[config.mk]
export PLATFORM = sky130hd
export DESIGN_NAME = serial_add_ctrl
export DESIGN_NICKNAME = d
export VERILOG_FILES = /design/src/rtl/serial_add_ctrl.sv
export SDC_FILE = /design/constraint.sdc
export NUM_CORES = 1
export LEC_CHECK = 0
export BUFFER_PORTS_ARGS = -buffer_cell sky130_fd_sc_hd__buf_2
export CAP_MARGIN = 20
export CORE_MARGIN = 2
export CORE_UTILIZATION = 52
export CTS_CLUSTER_DIAMETER = 120
export CTS_CLUSTER_SIZE = 40
export DETAILED_ROUTE_END_ITERATION = 8
export HOLD_SLACK_MARGIN = 0.02
export PLACE_DENSITY = 0.85
export SKIP_LAST_GASP = 1
export SLEW_MARGIN = 0
export SYNTH_ARGS = -nofsm -noshare
export SYNTH_HDL_FRONTEND = slang
export SYNTH_HIERARCHICAL = 1
export SYNTH_SLANG_ARGS = --single-unit
[constraint.sdc]
create_clock -name clk -period 2.1 [get_ports clk]
set_input_delay 0.42 -clock clk [delete_from_list [all_inputs] [get_ports clk]]
set_output_delay 0.42 -clock clk [all_outputs]
set_load 0.05 [all_outputs]
[src/rtl/serial_add_ctrl.sv]
// -----------------------------------------------------------------------------
// serial_add_ctrl
//
// Bit-serial add/subtract sequencer. Two WIDTH-bit operands are latched on an
// accepted start request and pushed LSB first, one bit pair per clock, through
// a single 1-bit full adder (fulladder_new). Sum bits are shifted back into a
// result register from the top. When all bits have been processed the result,
// final carry and signed overflow are published together with a one-cycle
// done pulse. This is the minimal-area add path of the CPU datapath ALU.
//
// Subtraction is a + ~b + 1: B is inverted at load time and the carry register
// is preloaded with 1. For subtraction c_out=1 therefore means "no borrow".
//
// Optional feature (macro SERIAL_ADD_ZERO_FLAG_EN):
//   Adds output 'zero', set with sum when the result is all zeros. It is
//   accumulated serially as a sticky OR of the adder sum bit.
//
// Parameters:
//   WIDTH  operand/result width in bits (>= 2)
//   CNT_W  bit-counter width
//
// Ports:
//   clk       in   rising-edge clock
//   rst_n     in   asynchronous active-low reset
//   start     in   operation request, sampled only in IDLE
//   sub       in   0: a+b, 1: a-b (sampled with start)
//   a         in   operand A (sampled with start)
//   b         in   operand B (sampled with start)
//   busy      out  high while bits are being processed
//   done      out  one-cycle pulse when sum/c_out/overflow are updated
//   sum       out  result, held until the next completed operation
//   c_out     out  final carry out
//   overflow  out  signed overflow of the final result
//   zero      out  result == 0 (only with SERIAL_ADD_ZERO_FLAG_EN)
// -----------------------------------------------------------------------------

// 1-bit full adder used as the serial arithmetic element.
module fulladder_new (
    input  logic x,
    input  logic y,
    input  logic c_in,
    output logic s,
    output logic c_out
);

    logic w_p;

    assign w_p   = x ^ y;
    assign s     = w_p ^ c_in;
    assign c_out = (x & y) | (c_in & w_p);

endmodule

module serial_add_ctrl #(
    parameter int unsigned WIDTH = 8,
    parameter int unsigned CNT_W = $clog2(WIDTH)
) (
    input  logic             clk,
    input  logic             rst_n,
    input  logic             start,
    input  logic             sub,
    input  logic [WIDTH-1:0] a,
    input  logic [WIDTH-1:0] b,
    output logic             busy,
    output logic             done,
    output logic [WIDTH-1:0] sum,
    output logic             c_out,
`ifdef SERIAL_ADD_ZERO_FLAG_EN
    output logic             zero,
`endif
    output logic             overflow
);

    // -------------------------------------------------------------------------
    // State encoding
    // -------------------------------------------------------------------------
    localparam logic [1:0] StIdle  = 2'd0;
    localparam logic [1:0] StShift = 2'd1;
    localparam logic [1:0] StDone  = 2'd2;

    localparam logic [CNT_W-1:0] LastBit = CNT_W'(WIDTH - 1);

    // -------------------------------------------------------------------------
    // Registers
    // -------------------------------------------------------------------------
    logic [1:0]       r_state;
    logic [WIDTH-1:0] r_op_a;
    logic [WIDTH-1:0] r_op_b;
    logic [WIDTH-1:0] r_res;
    logic             r_carry;
    logic             r_msb_cin;
    logic [CNT_W-1:0] r_cnt;
    logic [WIDTH-1:0] r_sum;
    logic             r_c_out;
    logic             r_ovf;
    logic             r_done;
`ifdef SERIAL_ADD_ZERO_FLAG_EN
    logic             r_nz;
    logic             r_zero;
`endif

    // -------------------------------------------------------------------------
    // Combinational signals
    // -------------------------------------------------------------------------
    logic [1:0] w_state_nxt;
    logic       w_fa_s;
    logic       w_fa_c;
    logic       w_last;
    logic       w_accept;

    assign w_last   = (r_cnt == LastBit);
    assign w_accept = (r_state == StIdle) && start;

    fulladder_new u_fa (
        .x     (r_op_a[0]),
        .y     (r_op_b[0]),
        .c_in  (r_carry),
        .s     (w_fa_s),
        .c_out (w_fa_c)
    );

    // -------------------------------------------------------------------------
    // Next-state logic
    // -------------------------------------------------------------------------
    always_comb begin
        w_state_nxt = r_state;
        case (r_state)
            StIdle: begin
                if (start) begin
                    w_state_nxt = StShift;
                end
            end
            StShift: begin
                if (w_last) begin
                    w_state_nxt = StDone;
                end
            end
            // DONE always returns to IDLE; start is not looked at here.
            StDone:  w_state_nxt = StIdle;
            default: w_state_nxt = StIdle;
        endcase
    end

    always_ff @(posedge clk or negedge rst_n) begin
        if (!rst_n) begin
            r_state <= StIdle;
        end else begin
            r_state <= w_state_nxt;
        end
    end

    // -------------------------------------------------------------------------
    // Serial datapath: operand shifters, carry, bit counter, result shifter
    // -------------------------------------------------------------------------
    always_ff @(posedge clk or negedge rst_n) begin
        if (!rst_n) begin
            r_op_a    <= '0;
            r_op_b    <= '0;
            r_res     <= '0;
            r_carry   <= 1'b0;
            r_msb_cin <= 1'b0;
            r_cnt     <= '0;
        end else begin
            if (w_accept) begin
                r_op_a  <= a;
                r_op_b  <= sub ? ~b : b;
                // Carry-in of 1 completes the two's complement of B.
                r_carry <= sub;
                r_cnt   <= '0;
            end else if (r_state == StShift) begin
                r_op_a  <= r_op_a >> 1;
                r_op_b  <= r_op_b >> 1;
                r_res   <= {w_fa_s, r_res[WIDTH-1:1]};
                r_carry <= w_fa_c;
                r_cnt   <= r_cnt + 1'b1;
                // Carry into the MSB, needed for signed overflow detection.
                if (w_last) begin
                    r_msb_cin <= r_carry;
                end
            end
        end
    end

    // -------------------------------------------------------------------------
    // Result publication. Outputs only change when an operation completes, so
    // the previous result stays visible while the next one is being computed.
    // -------------------------------------------------------------------------
    always_ff @(posedge clk or negedge rst_n) begin
        if (!rst_n) begin
            r_sum   <= '0;
            r_c_out <= 1'b0;
            r_ovf   <= 1'b0;
            r_done  <= 1'b0;
        end else begin
            r_done <= 1'b0;
            if (r_state == StDone) begin
                r_sum   <= r_res;
                r_c_out <= r_carry;
                r_ovf   <= r_msb_cin ^ r_carry;
                r_done  <= 1'b1;
            end
        end
    end

`ifdef SERIAL_ADD_ZERO_FLAG_EN
    // Sticky OR of every produced sum bit; result is zero iff none was set.
    always_ff @(posedge clk or negedge rst_n) begin
        if (!rst_n) begin
            r_nz   <= 1'b0;
            r_zero <= 1'b0;
        end else begin
            if (w_accept) begin
                r_nz <= 1'b0;
            end else if (r_state == StShift) begin
                r_nz <= r_nz | w_fa_s;
            end
            if (r_state == StDone) begin
                r_zero <= ~r_nz;
            end
        end
    end

    assign zero = r_zero;
`endif

    // -------------------------------------------------------------------------
    // Outputs
    // -------------------------------------------------------------------------
    assign busy     = (r_state == StShift);
    assign done     = r_done;
    assign sum      = r_sum;
    assign c_out    = r_c_out;
    assign overflow = r_ovf;

endmodule

==> summary.md, run 1 <==
| Metric | Value |
|---|---|
| Synth cell types | 23 |
| Gr usage total | 0.1766 |
| Die W | 62.45 um |
| Min Tclk post-route | between 1.5 and 2 ns |
| WP buf/inv | 2 |
| CTS buffer count | 5 |
| Fin. max-slew vios | 0 |
| Area Overhead vs Synth | 14.37% |
| Warnings from Yosys | 6 |
| Setup Skew | about 0.0062 ns |
| Peak VDD IR | just under 0.6 mV |
| Status | finished, final reports clean |
| Total gr overflow | 0 |
| CTS Buffer Depth | 2 |
| GR Layer Usage met2 | 0.2809 |
| Initial Utilization | 0.5367 |
| Global-route wire length before repair | ~5400 um |
| Chip Height | around 62 um |
| Cells after DPL | 237 |
| Max frequency | approximately 0.54 GHz |
| I/O pins | 32 |
| CTS Hold Bufs | 0 |
| Largest net degree at the start of global routing | 43 |
| Critical path depth | 3 |
| # port buffers | 31 |
| Most common cell after layout, fill and taps aside | nand2_1 |
| Crit path kind | reg -> out |
| Fin crit share | 0.8783 |
| Vias per cell | around 5.2 |
| Setup tns final | 0 ns |
| Drt wl/cell | roughly 12 um |
| Cells after synthesis | around 170 |
| Worst r2r path cells | 3 |
| Post-route cell area | about 2000 um^2 |
| Critical-path top delay cell | dfrtp_1 |
| Routed Antenna Nets | 0 |
| Number of gates resized after CTS | 0 |
| Mean post-synth cell area | ~11 um^2 |
| Most frequent cells in the layout | nand2_1 (48), dfrtp_1 (42), buf_2 (31), nor2_1 (13), mux2_2 (10) |
| Worst Path Required | 1.68 ns |
| Post-layout util | 0.6138 |
| Clk sinks | 42 |
| Sequential fraction of the synthesis area | 0.5915 |
| Vias in the first global route | roughly 1,200 |
| Register-to-Register Setup Slack | 0.53 ns |
| Die ar. | between 3000 and 4000 um^2 |
| WL final | ~3000 um |
| Clk slew on worst S/H paths | approximately 0.12 ns |
| Post-DP Area | 1972 um^2 |
| Worst slew pin tran | 0.7171 ns |
| Dpl hpwl | slightly above 2000 um |
| Net count, final | 221 |
| DR DRC count | 0 |
| Initial antenna violation count | 0 |
| #FFs+latches synth | 42 |
| Worst hold slack | approximately 0.13 ns |
| P per Cell Area | between 1000 and 1500 nW/um^2 |
| GRT busiest layer | met2 |
| Final setup fails | 0 |
| Slew HR | 0.5219 |
| Hold Crit Class | in -> async |
| Non-filler cells, final | between 200 and 250 |
| Worst skew pair latency | around 0.34 ns |
| Startpoint class of the critical path | flop |
| CTS tree | done |
| Row count | 21 |
| Placer Congestion | slightly above 0.7 |
| Syn Nets | between 150 and 200 |
| CP Capture Type | output port |
| RSZ-0062 raised after global routing | false |
| Drt initial violations | 65 |
| H-Tree Depth | 2 |
| Data arrival time of the worst path | between 1 and 1.5 ns |
| Setup Buffers After CTS | 0 |
| # Max-Cap Violations | 0 |
| Via Count | between 1,000 and 1,500 |
| Met3 usage | 0.05586 |
| Antenna diodes | 0 |
| Largest delay contributor family on the critical path | buffers and inverters |
| Critical path's largest stage delay | 0.44 ns |
| Post-Syn Area | approximately 1800 um^2 |
| Leak | ~1.0 nW |
| Clock Tree Root | clkbuf_4 |
| Endpoints failing hold | 0 |
| First drt pass iteration count | 5 |
| Critical Path, Cell by Cell | nand2b_1 > inv_2 > buf_2 |
| Worst Path Max Fanout | 11 |
| M1 GR Usage | 0.2306 |
| Layout cells sized above 1 | 0.2663 |
| Core ar. | ~3300 um^2 |
per-stage QoR:
stage	setup WS [ns]	power, mW
final	0.2555	3.004
after global routing	0.1473	3.262
after CTS	0.2234	3.043
after detailed placement	0.3844	2.632
after global placement	0.4596	2.575
after floorplan	0.3753	2.316
cells by family after synthesis:
group / synth area share
AOI/OAI and AO/OA: 0.08450
xor gates and xnor gates: 0.04437
adders and majority gates: 0.02535
buffers and inverters: 0.03098
DFF: 0.5916
muxes: 0.06338
and+or+nand+nor: 0.1599
worst reg2reg max path: stages, from the launching register on:
cell and delay (ns):
dfrtp_1 0.45, or3b_1 0.61, nor2_1 0.11, a221o_1 0.28
routing by layer:
| metal | up-vias | part of all wire |
|---|---|---|
| met5 | - | 0 |
| met4 | 0 | 0.018 |
| met3 | 6 | 0.068 |
| met2 | 51 | 0.46 |
| met1 | 607 | 0.46 |
| li1 | 617 | - |
where the power goes:
group / internal (mW) / total (mW) / switching [mW]
combinational: 0.441 / 1.24 / 0.799
clock: 0.163 / 0.404 / 0.241
sequential: 1.15 / 1.36 / 0.213
final timing paths:
check | start | endpoint
setup / recovery | r_state[1] | busy
setup reg to reg | r_state[0] | r_op_b[0]
hold / removal | rst_n | r_cnt[0]
hold reg to reg | r_res[0] | r_res[0]
min in group clk | a[7] | r_op_a[7]
max in group asynchronous | rst_n | r_op_b[7]
synth_stat cells:
master	number	share of area
nor3b_1	1	0.0042
a22oi_1	2	0.0084
inv_2	1	0.0021
ha_1	2	0.014
buf_6	1	0.0063
dfrtp_1	42	0.59
a31oi_1	6	0.021
clkbuf_1	3	0.0063
a221o_1	7	0.039
fa_1	1	0.011
o21bai_1	1	0.0042
nand2b_1	2	0.0070
buf_2	5	0.014
inv_1	1	0.0021
and2_1	1	0.0035
xnor2_1	9	0.044
nand2_1	48	0.10
nand3_1	4	0.011
nor2_1	13	0.027
mux2_2	10	0.063
o21ai_1	1	0.0028
o21ai_0	3	0.0084
or3b_1	1	0.0049
layout make-up:
type	count	area, um^2
clock buffers	7	55.05
clock inverters	1	5.005
fillers	288	1279
inverters	2	7.507
multi-input cells	112	670.6
flip-flops and latches	42	1051
well taps	46	57.56
repair buffers	35	185.2
sequential cells by signal (all words and copies together), names as in the netlist:
signal     flops
r_msb_cin      1
done           1
r_op_a         8
r_op_b         8
sum            8
r_state        2
overflow       1
r_res          8
c_out          1
r_carry        1
r_cnt          3
Note: power is estimated with default switching activity, not from simulation.
==> run 2: changes to the inputs <==
--- a/config.mk
+++ b/config.mk
@@ -7,7 +7,7 @@
 export LEC_CHECK = 0
 export BUFFER_PORTS_ARGS = -buffer_cell sky130_fd_sc_hd__buf_2
 export CAP_MARGIN = 20
-export CORE_MARGIN = 2
+export CORE_MARGIN = 8
 export CORE_UTILIZATION = 52
 export CTS_CLUSTER_DIAMETER = 120
 export CTS_CLUSTER_SIZE = 40
==> constraint.sdc (replaced) <==
create_clock -name clk -period 2.3 [get_ports clk]
set_input_delay 0.46 -clock clk [delete_from_list [all_inputs] [get_ports clk]]
set_output_delay 0.46 -clock clk [all_outputs]
set_load 0.05 [all_outputs]
==> summary.md, run 2 (synthesis gave the netlist of run 1 again) <==
| Metric | Value |
|---|---|
| Startpoint class of the critical path | flop |
| Row count | 21 |
| Dpl hpwl | 2291 um |
| # Max-Cap Violations | 0 |
| Cells after DPL | around 240 |
| I/O pins | 32 |
| CTS Buffer Depth | 2 |
| Most frequent cells in the layout | nand2_1 (48), dfrtp_1 (42), buf_2 (31), nor2_1 (13), mux2_2 (10) |
| CTS Hold Bufs | 0 |
| WL final | 3210 um |
| Min Tclk post-route | 1.957 ns |
| Layout cells sized above 1 | 0.2677 |
| Area Overhead vs Synth | 13.87% |
| # port buffers | 31 |
| H-Tree Depth | 2 |
| First drt pass iteration count | 4 |
| RSZ-0062 raised after global routing | false |
| Largest net degree at the start of global routing | 43 |
| Drt wl/cell | between 10 and 15 um |
| Most common cell after layout, fill and taps aside | nand2_1 |
| CP Capture Type | output port |
| Net count, final | 220 |
| Register-to-Register Setup Slack | a little over 0.7 ns |
| Clock group share of total power | 0.132 |
| Die ar. | around 5500 um^2 |
| Reg-to-reg endpoint | r_op_b[2] |
| Initial Utilization | 0.5367 |
| P per Cell Area | ~1400 nW/um^2 |
| Filler cells | 299 |
| Leak | 1.040 nW |
| Number of gates resized after CTS | 0 |
| Core ar. | 3311 um^2 |
| Antenna diodes | 0 |
| Crit path kind | reg -> out |
| DR DRC count | 0 |
| Data arrival time of the worst path | approximately 1.5 ns |
| CTS buffer count | 5 |
| Clk slew on worst S/H paths | roughly 0.13 ns |
| Int Pwr | roughly 1.6 mW |
| Peak VDD IR | between 0.5 and 0.6 mV |
| Worst Path Max Fanout | 13 |
| Die W | 74.45 um |
| Non-filler cells, final | 244 |
| Worst slew pin tran | ~0.73 ns |
| Global-route wire length before repair | 5664 um |
| Worst skew pair latency | about 0.35 ns |
| Max frequency | between 0.5 and 0.6 GHz |
| Endpoints failing hold | 0 |
| Clk sinks | 42 |
| Slew HR | 0.5131 |
| Worst Path Required | between 1.5 and 2 ns |
| Switching power | between 1 and 1.5 mW |
| Final Worst Setup Slack | approximately 0.34 ns |
| Placer Congestion | approximately 0.73 |
| Status | finished, final reports clean |
| Total gr overflow | 0 |
| Chip Height | 74.45 um |
| Fin crit share | 0.8507 |
| Setup Skew | 0.01436 ns |
| Drt initial violations | 49 |
| Initial antenna violation count | 0 |
| Dpl ws | 0.5683 ns |
| Worst r2r path cells | 3 |
| Comb power frac | 0.414 |
| Gr usage total | 0.1311 |
| Reg power frac | 0.454 |
| Fin. max-slew vios | 0 |
| Vias per cell | approximately 5.2 |
| Sw Ratio | 0.4298 |
| Reg2Reg Launch Point | r_state[1] |
| Hold Crit Class | in -> async |
| Routed Antenna Nets | 0 |
| Setup tns final | 0 ns |
| Setup Buffers After CTS | 0 |
| Via Count | roughly 1,300 |
| Final setup fails | 0 |
| CTS tree | done |
| Clock Tree Root | clkbuf_4 |
| Vias in the first global route | 1,266 |
[run 2: critical path, stage by stage (launching register included)]
cell and delay [ns]:
dfrtp_1 0.45, nand2b_1 0.19, inv_2 0.19, buf_2 0.31
[run 2: how the worst max path moves through the flow]
| stage | startpoint | to | slack [ns] | depth (start not counted) |
|---|---|---|---|---|
| finish | r_state[1] | busy | 0.34 | 3 |
| global route | r_state[1] | busy | 0.25 | 3 |
| CTS | r_state[1] | busy | 0.34 | 3 |
| detailed placement | start | r_op_b[2] | 0.57 | 4 |
| global placement | start | r_op_b[0] | 0.62 | 4 |
| floorplan | r_state[1] | busy | 0.54 | 3 |
[run 2: cell type report]
type	instances	area, um^2	share of cell area
sequential	42	1051	0.5195
multi-input combinational	112	670.6	0.3315
timing repair buffer	34	177.7	0.08782
tap	46	57.56	0.02845
clock buffer	5	37.54	0.01855
clock inverter	3	21.27	0.01051
inverter	2	7.507	0.003711
[run 2: power groups by stage]
stage / Sequential (mW) / Clock, mW / Combinational, mW
after global routing: 1.29 / 0.399 / 1.27
after detailed placement: 1.26 / 0 / 1.15
after global placement: 1.24 / 0 / 1.10
after CTS: 1.25 / 0.374 / 1.15
final: 1.24 / 0.362 / 1.14
after floorplan: 1.45 / 0 / 0.660
[run 2: stage by stage]
| stage | instance area, um^2 | total power [mW] | utilization | hold slack (ns) |
|---|---|---|---|---|
| after detailed placement | 1964 | 2.408 | 0.5933 | 0.4697 |
| after global placement | 1964 | 2.347 | 0.5933 | 0.4582 |
| final | 2023 | 2.742 | 0.6111 | 0.1531 |
| after CTS | 2023 | 2.770 | 0.6111 | 0.1644 |
| after global routing | 2023 | 2.961 | 0.6111 | 0.1822 |
| after floorplan | 1777 | 2.114 | - | 0.1644 |
[run 2: metal layers]
metal  vias up  wire length (um)  track usage
met2        36              1408       0.2004
met4         0                30      0.04348
met5         -                 0            0
li1        613                 -            -
met1       619              1541       0.1683
met3         4               229      0.04582
==> run 3: changes to the inputs <==
--- a/config.mk
+++ b/config.mk
@@ -8,12 +8,13 @@
 export BUFFER_PORTS_ARGS = -buffer_cell sky130_fd_sc_hd__buf_2
 export CAP_MARGIN = 20
 export CORE_MARGIN = 8
-export CORE_UTILIZATION = 52
+export CORE_UTILIZATION = 58
 export CTS_CLUSTER_DIAMETER = 120
 export CTS_CLUSTER_SIZE = 40
 export DETAILED_ROUTE_END_ITERATION = 8
+export GPL_TIMING_DRIVEN = 1
 export HOLD_SLACK_MARGIN = 0.02
-export PLACE_DENSITY = 0.85
+export PLACE_DENSITY = 0.93
 export SKIP_LAST_GASP = 1
 export SLEW_MARGIN = 0
 export SYNTH_ARGS = -nofsm -noshare
==> summary.md, run 3 (synthesis gave the netlist of run 1 again) <==
| Metric | Value |
|---|---|
| Total gr overflow | 0 |
| Fin. max-slew vios | 0 |
| Routed Antenna Nets | 0 |
| Most common cell after layout, fill and taps aside | nand2_1 |
| Worst Path Required | between 1.5 and 2 ns |
| CTS Hold Bufs | 0 |
| Clk sinks | between 40 and 50 |
| Most frequent cells in the layout | nand2_1 (48), dfrtp_1 (42), buf_2 (31), nor2_1 (13), mux2_2 (10) |
| Setup crit end | busy |
| Slew HR | 0.4724 |
| Setup Skew | roughly 0.0089 ns |
| P per Cell Area | roughly 1400 nW/um^2 |
| Setup tns final | 0 ns |
| Filler cells | 242 |
| Peak VDD IR | approximately 0.59 mV |
| Post-layout util | 0.6832 |
| Antenna diodes | 0 |
| Worst Path Max Fanout | 10 |
| Chip Height | between 70 and 80 um |
| CTS tree | done |
| Placer Congestion | 0.7560 |
| Max frequency | around 0.53 GHz |
| Critical Path, Cell by Cell | nand2b_1 > inv_2 > buf_2 |
| CP Capture Type | output port |
| Fin crit share | 0.8194 |
| Critical path's largest stage delay | 0.44 ns |
| Clk slew on worst S/H paths | between 0.1 and 0.15 ns |
| WL final | 3415 um |
| Endpoints failing hold | 0 |
| Via Count | approximately 1,300 |
| Row count | 20 |
| Min Tclk post-route | ~1.9 ns |
| Crit path kind | reg -> out |
| Data arrival time of the worst path | around 1.4 ns |
| Drt wl/cell | 14.72 um |
| Die ar. | 5090 um^2 |
| Core ar. | between 2000 and 3000 um^2 |
| # port buffers | 31 |
| Register-to-Register Setup Slack | about 0.63 ns |
| Startpoint class of the critical path | flop |
| Worst skew pair latency | between 0.3 and 0.4 ns |
| H-Tree Depth | 2 |
| Clock Tree Root | clkbuf_4 |
| Reg-to-reg endpoint | r_msb_cin |
| First drt pass iteration count | 4 |
| Layout cells sized above 1 | 0.2714 |
| Launch point of the worst path | r_state[1] |
| Area Overhead vs Synth | 14.51% |
| CTS Buffer Depth | 2 |
| Largest net degree at the start of global routing | 29 |
| I/O pins | 32 |
| Status | finished, final reports clean |
| Number of gates resized after CTS | 0 |
| # Max-Cap Violations | 0 |
| Worst r2r path cells | 5 |
| Worst slew pin tran | around 0.79 ns |
| CTS buffer count | 5 |
| Total power | 2.813 mW |
| Reg2Reg Launch Point | r_state[1] |
| Global-route wire length before repair | around 6000 um |
| DR DRC count | 0 |
| Die W | 71.35 um |
| Initial antenna violation count | 0 |
| Hold Crit Class | in -> async |
| Final setup fails | 0 |
| Drt initial violations | a little under 50 |
| Leak | approximately 1.1 nW |
| Dpl hpwl | 2513 um |
| Net count, final | between 200 and 250 |
| Vias per cell | 5.569 |
| Initial Utilization | 0.5966 |
| Vias in the first global route | between 1,000 and 1,500 |
| Critical-path top delay cell | dfrtp_1 |
| Gr usage total | 0.1471 |
| RSZ-0062 raised after global routing | false |
| Setup Buffers After CTS | 0 |
[run 3: per-stage QoR]
step | instances | cell area [um^2] | setup slack [ns] | hold slack, ns
6_report | 232 | 2034 | 0.4153 | 0.1014
5_1_grt | 232 | 2034 | 0.3097 | 0.1325
4_1_cts | 232 | 2034 | 0.3844 | 0.1201
3_5_place_dp | 224 | 1956 | 0.5486 | 0.4837
3_3_place_gp | 224 | 1956 | 0.6216 | 0.4575
2_1_floorplan | 165 | 1777 | 0.5353 | 0.1644
[run 3: per-layer routing]
metal | GRT usage | wire (um) | vias to the layer above
li1 | - | - | 614
met1 | 0.1703 | 1451 | 618
met2 | 0.2408 | 1625 | 54
met3 | 0.06137 | 301 | 6
met4 | 0.04619 | 37 | 0
met5 | 0 | 0 | -
[run 3: worst max-delay path: cells and delay by family (launching register included)]
kind	cells	cell delay (ns)
buffers and inverters	2	0.46
DFF	1	0.44
and+or+nand+nor	1	0.19
[run 3: worst min path at each step]
stage,from,endpoint,slack [ns]
after CTS,rst_n,sum[2],0.12
after global routing,rst_n,r_op_b[2],0.13
final,rst_n,r_op_b[4],0.10
after floorplan,rst_n,c_out,0.16
after detailed placement,r_res[4],r_res[3],0.48
after global placement,r_res[0],r_res[0],0.46
[run 3: report_power, final]
group          switching (mW)  internal [mW]
clock network           0.223          0.209
registers               0.199           1.05
logic                   0.738          0.395
[run 3: layout make-up]
class                   count  area (um^2)  share of cell area
clock buffers               8        78.83             0.03875
inverters                   2        7.507            0.003690
multi-input cells         112        670.6              0.3296
flip-flops and latches     42         1051              0.5166
well taps                  33        41.29             0.02030
repair buffers             35        185.2             0.09102
